$ cat src/rtl/ps2_keyboard_tx.sv
// ps2_keyboard_tx
// Device-side PS/2 keyboard transmitter. Scancode bytes are queued in a small
// FIFO and each one is sent as an 11-bit PS/2 frame: a start bit, d0..d7 LSB
// first, odd parity, and a stop bit. ps2_clk and ps2_data are push-pull outputs.
// There is no host inhibit or host-to-device command path.
//
// Ports
//   clk        system clock
//   resetn     synchronous, active-high reset (despite the name)
//   wr_en      push wr_data into the FIFO this cycle
//   wr_data    scancode byte to send
//   full       FIFO full; a push while full is dropped
//   overflow   one-cycle pulse, registered, the cycle after a push is dropped
//   busy       frame or gap in progress, or FIFO not empty
//   frame_done one-cycle pulse when the stop-bit low phase ends
//   ps2_clk    PS/2 clock line, idle high
//   ps2_data   PS/2 data line, idle high
module ps2_keyboard_tx #(
    parameter int CLK_DIV    = 50,
    parameter int GAP_CYCLES = 100,
    parameter int FIFO_DEPTH = 8
) (
    input  logic       clk,
    input  logic       resetn,
    input  logic       wr_en,
    input  logic [7:0] wr_data,
    output logic       full,
    output logic       overflow,
    output logic       busy,
    output logic       frame_done,
    output logic       ps2_clk,
    output logic       ps2_data
);

    localparam int          AW       = $clog2(FIFO_DEPTH);
    localparam logic [15:0] DIV_LOAD = 16'(CLK_DIV - 1);
    localparam logic [15:0] GAP_LOAD = 16'(GAP_CYCLES - 1);

    typedef enum logic [1:0] {
        ST_IDLE,
        ST_HIGH,
        ST_LOW,
        ST_GAP
    } state_t;

    // ---------------- FIFO ----------------
    logic [7:0]  mem [FIFO_DEPTH];
    logic [AW:0] wr_ptr_reg;
    logic [AW:0] rd_ptr_reg;
    logic        empty;
    logic        push;
    logic        pop;
    logic [7:0]  rd_data;
    logic        overflow_reg;

    assign empty   = (wr_ptr_reg == rd_ptr_reg);
    assign full    = (wr_ptr_reg[AW] != rd_ptr_reg[AW]) &&
                     (wr_ptr_reg[AW-1:0] == rd_ptr_reg[AW-1:0]);
    // A push while full is dropped even if a pop frees a slot this same cycle.
    assign push    = wr_en && !full;
    // Read is combinational so the byte is available in the same cycle the
    // FSM pops it; the pop uses registered pointers, so there is no bypass of
    // a byte written this cycle.
    assign rd_data = mem[rd_ptr_reg[AW-1:0]];

    always_ff @(posedge clk) begin
        if (push) begin
            mem[wr_ptr_reg[AW-1:0]] <= wr_data;
        end
    end

    always_ff @(posedge clk) begin
        if (resetn) begin
            wr_ptr_reg   <= '0;
            rd_ptr_reg   <= '0;
            overflow_reg <= 1'b0;
        end else begin
            overflow_reg <= wr_en && full;
            if (push) begin
                wr_ptr_reg <= wr_ptr_reg + {{AW{1'b0}}, 1'b1};
            end
            if (pop) begin
                rd_ptr_reg <= rd_ptr_reg + {{AW{1'b0}}, 1'b1};
            end
        end
    end

    // ---------------- Frame FSM ----------------
    state_t      state_reg,      state_next;
    logic [15:0] cnt_reg,        cnt_next;
    logic [3:0]  bit_idx_reg,    bit_idx_next;
    logic [10:0] sr_reg,         sr_next;
    logic        ps2_clk_reg,    ps2_clk_next;
    logic        ps2_data_reg,   ps2_data_next;
    logic        frame_done_reg, frame_done_next;

    always_ff @(posedge clk) begin
        if (resetn) begin
            state_reg      <= ST_IDLE;
            cnt_reg        <= '0;
            bit_idx_reg    <= '0;
            sr_reg         <= '1;
            ps2_clk_reg    <= 1'b1;
            ps2_data_reg   <= 1'b1;
            frame_done_reg <= 1'b0;
        end else begin
            state_reg      <= state_next;
            cnt_reg        <= cnt_next;
            bit_idx_reg    <= bit_idx_next;
            sr_reg         <= sr_next;
            ps2_clk_reg    <= ps2_clk_next;
            ps2_data_reg   <= ps2_data_next;
            frame_done_reg <= frame_done_next;
        end
    end

    always_comb begin
        state_next      = state_reg;
        cnt_next        = cnt_reg;
        bit_idx_next    = bit_idx_reg;
        sr_next         = sr_reg;
        ps2_clk_next    = ps2_clk_reg;
        ps2_data_next   = ps2_data_reg;
        frame_done_next = 1'b0;
        pop             = 1'b0;

        case (state_reg)
            ST_IDLE: begin
                ps2_clk_next  = 1'b1;
                ps2_data_next = 1'b1;
                if (!empty) begin
                    pop           = 1'b1;
                    // {stop, odd parity, data, start}
                    sr_next       = {1'b1, ~^rd_data, rd_data, 1'b0};
                    bit_idx_next  = 4'd0;
                    cnt_next      = DIV_LOAD;
                    state_next    = ST_HIGH;
                    ps2_data_next = 1'b0;    // start bit
                end
            end
            ST_HIGH: begin
                // Data is already valid from HIGH entry; holding sr[0] keeps
                // it stable for the whole high phase.
                ps2_clk_next  = 1'b1;
                ps2_data_next = sr_reg[0];
                if (cnt_reg == 16'd0) begin
                    ps2_clk_next = 1'b0;
                    cnt_next     = DIV_LOAD;
                    state_next   = ST_LOW;
                end else begin
                    cnt_next = cnt_reg - 16'd1;
                end
            end
            ST_LOW: begin
                if (cnt_reg == 16'd0) begin
                    ps2_clk_next = 1'b1;
                    if (bit_idx_reg == 4'd10) begin
                        frame_done_next = 1'b1;
                        ps2_data_next   = 1'b1;
                        cnt_next        = GAP_LOAD;
                        state_next      = ST_GAP;
                    end else begin
                        sr_next       = {1'b0, sr_reg[10:1]};
                        ps2_data_next = sr_reg[1];
                        bit_idx_next  = bit_idx_reg + 4'd1;
                        cnt_next      = DIV_LOAD;
                        state_next    = ST_HIGH;
                    end
                end else begin
                    cnt_next = cnt_reg - 16'd1;
                end
            end
            ST_GAP: begin
                ps2_clk_next  = 1'b1;
                ps2_data_next = 1'b1;
                if (cnt_reg == 16'd0) begin
                    state_next = ST_IDLE;
                end else begin
                    cnt_next = cnt_reg - 16'd1;
                end
            end
            default: begin
                state_next = ST_IDLE;
            end
        endcase
    end

    assign ps2_clk    = ps2_clk_reg;
    assign ps2_data   = ps2_data_reg;
    assign frame_done = frame_done_reg;
    assign overflow   = overflow_reg;
    assign busy       = (state_reg != ST_IDLE) || !empty;

endmodule

$ cat config.mk
export PLATFORM = sky130hd
export DESIGN_NAME = ps2_keyboard_tx
export DESIGN_NICKNAME = d
export VERILOG_FILES = /design/src/rtl/ps2_keyboard_tx.sv
export SDC_FILE = /design/constraint.sdc
export NUM_CORES = 1
export LEC_CHECK = 0
export CORE_ASPECT_RATIO = 0.6
export CORE_UTILIZATION = 65
export CTS_CLUSTER_DIAMETER = 150
export DETAILED_ROUTE_END_ITERATION = 8
export GPL_ROUTABILITY_DRIVEN = 0
export GPL_TIMING_DRIVEN = 0
export PLACE_DENSITY = 0.82
export SYNTH_ARGS = -nofsm -noshare
export SYNTH_HDL_FRONTEND = slang
export SYNTH_SLANG_ARGS = --single-unit
$ cat constraint.sdc
create_clock -name clk -period 4.21 [get_ports clk]
set_input_delay 0.842 -clock clk [delete_from_list [all_inputs] [get_ports clk]]
set_output_delay 0.842 -clock clk [all_outputs]
set_load 0.02 [all_outputs]
==> results.sh, run 1 <==
export IMPL_cts_setup_buffers=0
export IMPL_grt_pass1_vias=2817
export IMPL_coreArea_um2=6907
export IMPL_min_period_over_period=0.7967
export IMPL_synth_nets=387
export IMPL_cp_max_fo=7
export IMPL_startpoint_type="register"
export IMPL_synth_most_common_cell="edfxtp_1"
export IMPL_wl_per_cell_um=20.28
export IMPL_tightest_slew_ns=1.058
export IMPL_n_antenna_cell=0
export IMPL_ys_async_sr_fraction=0
export IMPL_cts_htree_levels=3
export IMPL_worst_slack_ns=0.8561
export IMPL_tns_ns=0
export IMPL_fmax_mhz=298.2
export IMPL_synth_common_cells="edfxtp_1 (64), nor2_1 (51), dfxtp_1 (48), nand2_1 (20), xor2_1 (19)"
export IMPL_die_x_um=113.0
export IMPL_synth_edff_count=64
export IMPL_drv_slew=0
export IMPL_viasPerCell=6.333
export IMPL_required_ns=3.37
export IMPL_place_ws_ns=1.076
export IMPL_areaGrowthSynthToFinish_pct=12.78
export IMPL_cts_sinks=112
export IMPL_routed_wl_um=9917
export IMPL_crit_cells=6
export IMPL_slowest_stage="or4b_2"
export IMPL_r2r_slack_ns=1.46
export IMPL_finClkSkew_ns=0.007591
export IMPL_fin_total_pwr_mw=3.746
export IMPL_crit_start="wr_ptr_reg[0]$_SDFFE_PP0P_"
export IMPL_power_density_nw_per_um2=691.2
export IMPL_die_area_um2=7753
export IMPL_first_pass_iters=5
export IMPL_final_setup_viol_count=0
export IMPL_cts_buffers=9
export IMPL_antenna_found_initial=0
export IMPL_path_cells="buf_2 > xor2_1 > or4b_2 > clkbuf_1 > inv_1 > clkdlybuf4s50_1"
export IMPL_ios=17
export IMPL_relSlewSlack=0.2920
export IMPL_finalHoldViolCount=0
export IMPL_holdCritPathClass="register to register"
export IMPL_syn_inst=371
export IMPL_ys_seq_area_frac=0.5998
export IMPL_clk_latency_ns=0.35
export IMPL_grt_ovfl_total=0
export IMPL_num_vias=3097
export IMPL_path_class="register to primary output"
export IMPL_synth_seq_cells=112
export IMPL_status="finished, final reports clean"
export IMPL_r2r_end="mem[2][4]$_DFFE_PP_"
export IMPL_cts_root_buf="clkbuf_16"
export IMPL_drt_iter0_drc=263
export IMPL_yosysTopAreaCell="edfxtp_1"
export IMPL_r2r_start="wr_ptr_reg[0]$_SDFFE_PP0P_"
export IMPL_dpl_hpwl_um=6423
export IMPL_grt_use_total=0.2755
export IMPL_crit_path_max_incr_delay_ns=0.67
export IMPL_reg2reg_depth=7
export IMPL_cp_endpoint="full"
export IMPL_initial_core_util=0.6958
export IMPL_min_period_ns=3.354
export IMPL_grt_pass1_wl_um=14950
export IMPL_synth_area_leaders="edfxtp_1 (40%), dfxtp_1 (20%), mux4_1 (8.2%)"
export IMPL_ir_drop_v=0.0004672
export IMPL_grt_max_degree=19
export IMPL_cts_buffer_depth=2
export IMPL_ys_types=52
export IMPL_cp_arrival_ns=2.51
export IMPL_fin_hold_ws_ns=0.4682
export IMPL_fin_nets=413
export IMPL_total_leakage_power_nw=1.958
export IMPL_drv_cap=0
export IMPL_synth_area_um2=4806
export IMPL_synthesis_area_per_instance_um2=12.95
export IMPL_die_h_um=68.61
export IMPL_cts_resized=0
export IMPL_io_buffers=15
export IMPL_rsz0062_at_grt="no"
export IMPL_critPathTopFamily="buffers and inverters"
export IMPL_ys_warn_count=0
export IMPL_path_buf_inv=4
export IMPL_synth_flop_cell="edfxtp_1"
export IMPL_hold_buffers=0
export IMPL_cts_tree="done"
export IMPL_end_kind="primary output"
export IMPL_cts_clk_slew_worst_paths_ns=0.07
export IMPL_largest_reg_flops=64
export IMPL_drc=0
export IMPL_drive_gt1_frac=0.08955
export IMPL_drtAntennaViolNets=0
export IMPL_num_rows=23
export IMPL_synth_top_area_frac=0.3999
-- worst min path at each step --
stage / startpoint / to / slack [ns] / cells past startpoint
detailed placement: sr_reg[8]$_SDFFE_PP1P_ / sr_reg[8]$_SDFFE_PP1P_ / 0.45 / 1
finish: sr_reg[8]$_SDFFE_PP1P_ / sr_reg[8]$_SDFFE_PP1P_ / 0.47 / 1
global route: sr_reg[5]$_SDFFE_PP1P_ / sr_reg[5]$_SDFFE_PP1P_ / 0.49 / 1
CTS: sr_reg[8]$_SDFFE_PP1P_ / sr_reg[8]$_SDFFE_PP1P_ / 0.47 / 1
floorplan: sr_reg[10]$_SDFFE_PP1P_ / sr_reg[10]$_SDFFE_PP1P_ / 0.44 / 2
global placement: sr_reg[8]$_SDFFE_PP1P_ / sr_reg[8]$_SDFFE_PP1P_ / 0.44 / 1
-- worst register-to-register path, stage by stage, from the launching register on --
cell and delay, ns:
dfxtp_1 0.34, buf_2 0.20, xor2_1 0.21, or4b_2 0.15, clkbuf_1 0.21, nand2_1 0.14
or2_2 0.33, nor2_1 0.78
-- report_power, final --
part / switching [mW] / total (mW) / internal (mW)
sequential: 0.129 / 1.44 / 1.31
combinational: 0.793 / 1.35 / 0.553
clock: 0.379 / 0.965 / 0.586
total: 1.30 / 3.75 / 2.45
-- stage by stage --
stage | area (um^2) | cells | utilization
floorplan | 4806 | 371 | -
global placement | 5065 | 473 | 0.7333
detailed placement | 5070 | 473 | 0.7341
CTS | 5415 | 489 | 0.7841
global route | 5420 | 489 | 0.7848
finish | 5420 | 489 | 0.7848
-- cells by family after synthesis --
group / count (synthesis) / synth area share
AOI/OAI and AO/OA: 48 / 0.07186
xor gates and xnor gates: 30 / 0.05624
adders and majority gates: 5 / 0.01302
buffers and inverters: 29 / 0.03020
DFF: 112 / 0.5998
muxes: 25 / 0.1054
and+or+nand+nor: 122 / 0.1234
-- final cells by class --
class / count / area, um^2
Buffer: 21 / 115.1
Clock buffer: 10 / 229.0
Clock inverter: 6 / 116.4
Fill cell: 417 / 1486
Inverter: 8 / 30.03
Multi-Input combinational cell: 230 / 1788
Sequential cell: 112 / 2883
Tap cell: 87 / 108.9
Timing Repair Buffer: 15 / 150.1
-- layer usage --
metal | track usage | wire [um] | vias to the layer above
met3 | 0.07168 | 714 | 19
met2 | 0.4133 | 4335 | 129
met5 | 0 | 0 | -
met1 | 0.3972 | 4674 | 1515
met4 | 0.09211 | 193 | 0
li1 | - | - | 1434
-- cell usage in the layout (no fill, tap or decap), types with 5 or more instances in the layout --
cell type,instances
nor3_1,5
a211oi_1,9
mux2i_1,9
clkbuf_16,9
a211o_1,9
edfxtp_1,64
ha_1,5
xnor2_1,10
clkdlybuf4s50_1,15
xor2_1,19
nand2_1,20
a21oi_1,9
mux4_1,15
inv_1,8
dfxtp_1,48
o21ai_0,7
nand3_1,11
nor2_1,51
clkbuf_1,12
buf_2,7
Note: power is estimated with default switching activity, not from simulation.
==> inputs of run 2 (changes only) <==
- CORE_UTILIZATION: 65 -> 60
- PLACE_DENSITY: 0.82 -> 0.76
- clock period: 4.21 -> 3.5 ns (I/O delays scaled with it)
==> run 2 against run 1 <==
Net effect:
- via count decreased by 3.0%
- die area increased by 8.1%
- sequential share of layout area increased by 0.33 points
- global-route usage decreased by 3.5 points
- setup slack got worse by 0.60 ns
==> results.sh, run 2 (same netlist as run 1, synthesis figures left out) <==
export IMPL_path_cells="buf_2 > xor2_1 > or4b_2 > clkbuf_1 > inv_1 > clkdlybuf4s50_1"
export IMPL_multi_input_area_um2=1788
export IMPL_die_x_um=117.5
export IMPL_holdCritPathClass="register to register"
export IMPL_first_pass_iters=4
export IMPL_min_period_over_period=0.9262
export IMPL_fill_cells=505
export IMPL_startpoint_type="register"
export IMPL_path_buf_inv=4
export IMPL_placed_cells=490
export IMPL_power_density_nw_per_um2=797.0
export IMPL_place_ws_ns=0.3156
export IMPL_dpl_hpwl_um=6575
export IMPL_end_kind="primary output"
export IMPL_fin_total_pwr_mw=4.293
export IMPL_path_class="register to primary output"
export IMPL_mostFrequentLayoutCells="edfxtp_1 (64), nor2_1 (51), dfxtp_1 (48)"
export IMPL_drtAntennaViolNets=0
export IMPL_fmax_mhz=308.5
export IMPL_io_buffers=15
export IMPL_cts_sinks=112
export IMPL_cp_arrival_ns=2.54
export IMPL_crit_path_max_incr_delay_ns=0.67
export IMPL_drc=0
export IMPL_min_period_ns=3.242
export IMPL_relSlewSlack=0.3407
export IMPL_grt_max_degree=22
export IMPL_grt_pass1_vias=2875
export IMPL_rsz0062_at_grt="no"
export IMPL_ir_drop_v=0.0004673
export IMPL_die_area_um2=8384
export IMPL_cts_buffers=9
export IMPL_hold_buffers=0
export IMPL_seq_area_um2=2883
export IMPL_final_setup_viol_count=0
export IMPL_drt_iter0_drc=255
export IMPL_grt_pass1_wl_um=14990
export IMPL_finClkSkew_ns=0.007844
export IMPL_cts_htree_levels=3
export IMPL_tns_ns=0
export IMPL_wl_per_cell_um=18.32
export IMPL_cts_tree="done"
export IMPL_total_leakage_power_nw=1.931
export IMPL_critPathTopFamily="buffers and inverters"
export IMPL_cts_root_buf="clkbuf_16"
export IMPL_drv_cap=0
export IMPL_tightest_slew_ns=0.9852
export IMPL_final_cells=506
export IMPL_slowest_stage="or4b_2"
export IMPL_place_area_um2=5091
export IMPL_areaGrowthSynthToFinish_pct=12.08
export IMPL_cts_buffer_depth=2
export IMPL_largest_reg_flops=64
export IMPL_viasPerCell=5.939
export IMPL_n_antenna_cell=0
export IMPL_grt_ovfl_total=0
export IMPL_worst_slack_ns=0.2584
export IMPL_status="finished, final reports clean"
export IMPL_cts_setup_buffers=0
export IMPL_num_vias=3005
export IMPL_clk_latency_ns=0.36
export IMPL_finalHoldViolCount=0
export IMPL_grt_use_total=0.2402
export IMPL_final_common_cell="edfxtp_1"
export IMPL_routed_wl_um=9269
export IMPL_fin_nets=413
export IMPL_coreArea_um2=7507
export IMPL_ios=17
export IMPL_cts_resized=0
export IMPL_initial_core_util=0.6402
export IMPL_cts_clk_slew_worst_paths_ns=0.08
export IMPL_final_area_um2=5386
export IMPL_die_h_um=71.33
export IMPL_num_rows=24
export IMPL_drv_slew=0
export IMPL_cp_max_fo=7
export IMPL_required_ns=2.80
export IMPL_drive_gt1_frac=0.09204
export IMPL_antenna_found_initial=0
[run 2: cell types whose count changed in the layout (fill, tap and decap cells not counted)]
| cell | delta |
|---|---|
| inv_8 | +2 |
| clkinvlp_4 | +1 |
| bufinv_16 | -3 |
| inv_6 | +2 |
| clkinv_4 | -1 |
| clkbuf_1 | -1 |
[run 2: worst paths after layout]
kind,startpoint,to,slack (ns),cells after the start
setup / recovery,wr_ptr_reg[0]$_SDFFE_PP0P_,full,0.26,6
hold / removal,cnt_reg[7]$_SDFFE_PP0P_,cnt_reg[7]$_SDFFE_PP0P_,0.47,2
hold reg to reg,cnt_reg[7]$_SDFFE_PP0P_,cnt_reg[7]$_SDFFE_PP0P_,0.47,2
setup reg to reg,wr_ptr_reg[0]$_SDFFE_PP0P_,mem[2][5]$_DFFE_PP_,0.73,7
[run 2: tightest hold or removal path, delay by kind of cell, from the launching register on]
family | cells | cell delay [ns]
DFF | 1 | 0.32
and+or+nand+nor | 1 | 0.05
AOI/OAI and AO/OA | 1 | 0.05
[run 2: final cells by class]
class / instances / share of cell area
buffer: 21 / 0.02137
clock buffer: 9 / 0.04181
clock inverter: 7 / 0.01208
inverter: 8 / 0.005575
multi-input combinational: 230 / 0.3319
sequential: 112 / 0.5352
tap: 104 / 0.02416
timing repair buffer: 15 / 0.02787
[run 2: per-stage QoR]
stage	hold slack (ns)	util
finish	0.4697	0.7175
global placement	0.4438	0.6775
floorplan	0.4356	-
CTS	0.4707	0.7168
detailed placement	0.4504	0.6782
global route	0.4935	0.7175
[run 2: power breakdown]
group	leakage [nW]	internal, mW	switching (mW)
sequential	0.974	1.57	0.146
clock	0.141	0.502	0.491
combinational	0.816	0.665	0.917
[run 2: routing by layer]
metal / global-route usage / vias to the layer above / wire length [um]
li1: - / 1434 / -
met1: 0.3791 / 1444 / 4650
met2: 0.3333 / 116 / 3874
met3: 0.05573 / 11 / 659
met4: 0.06410 / 0 / 85
met5: 0 / - / 0
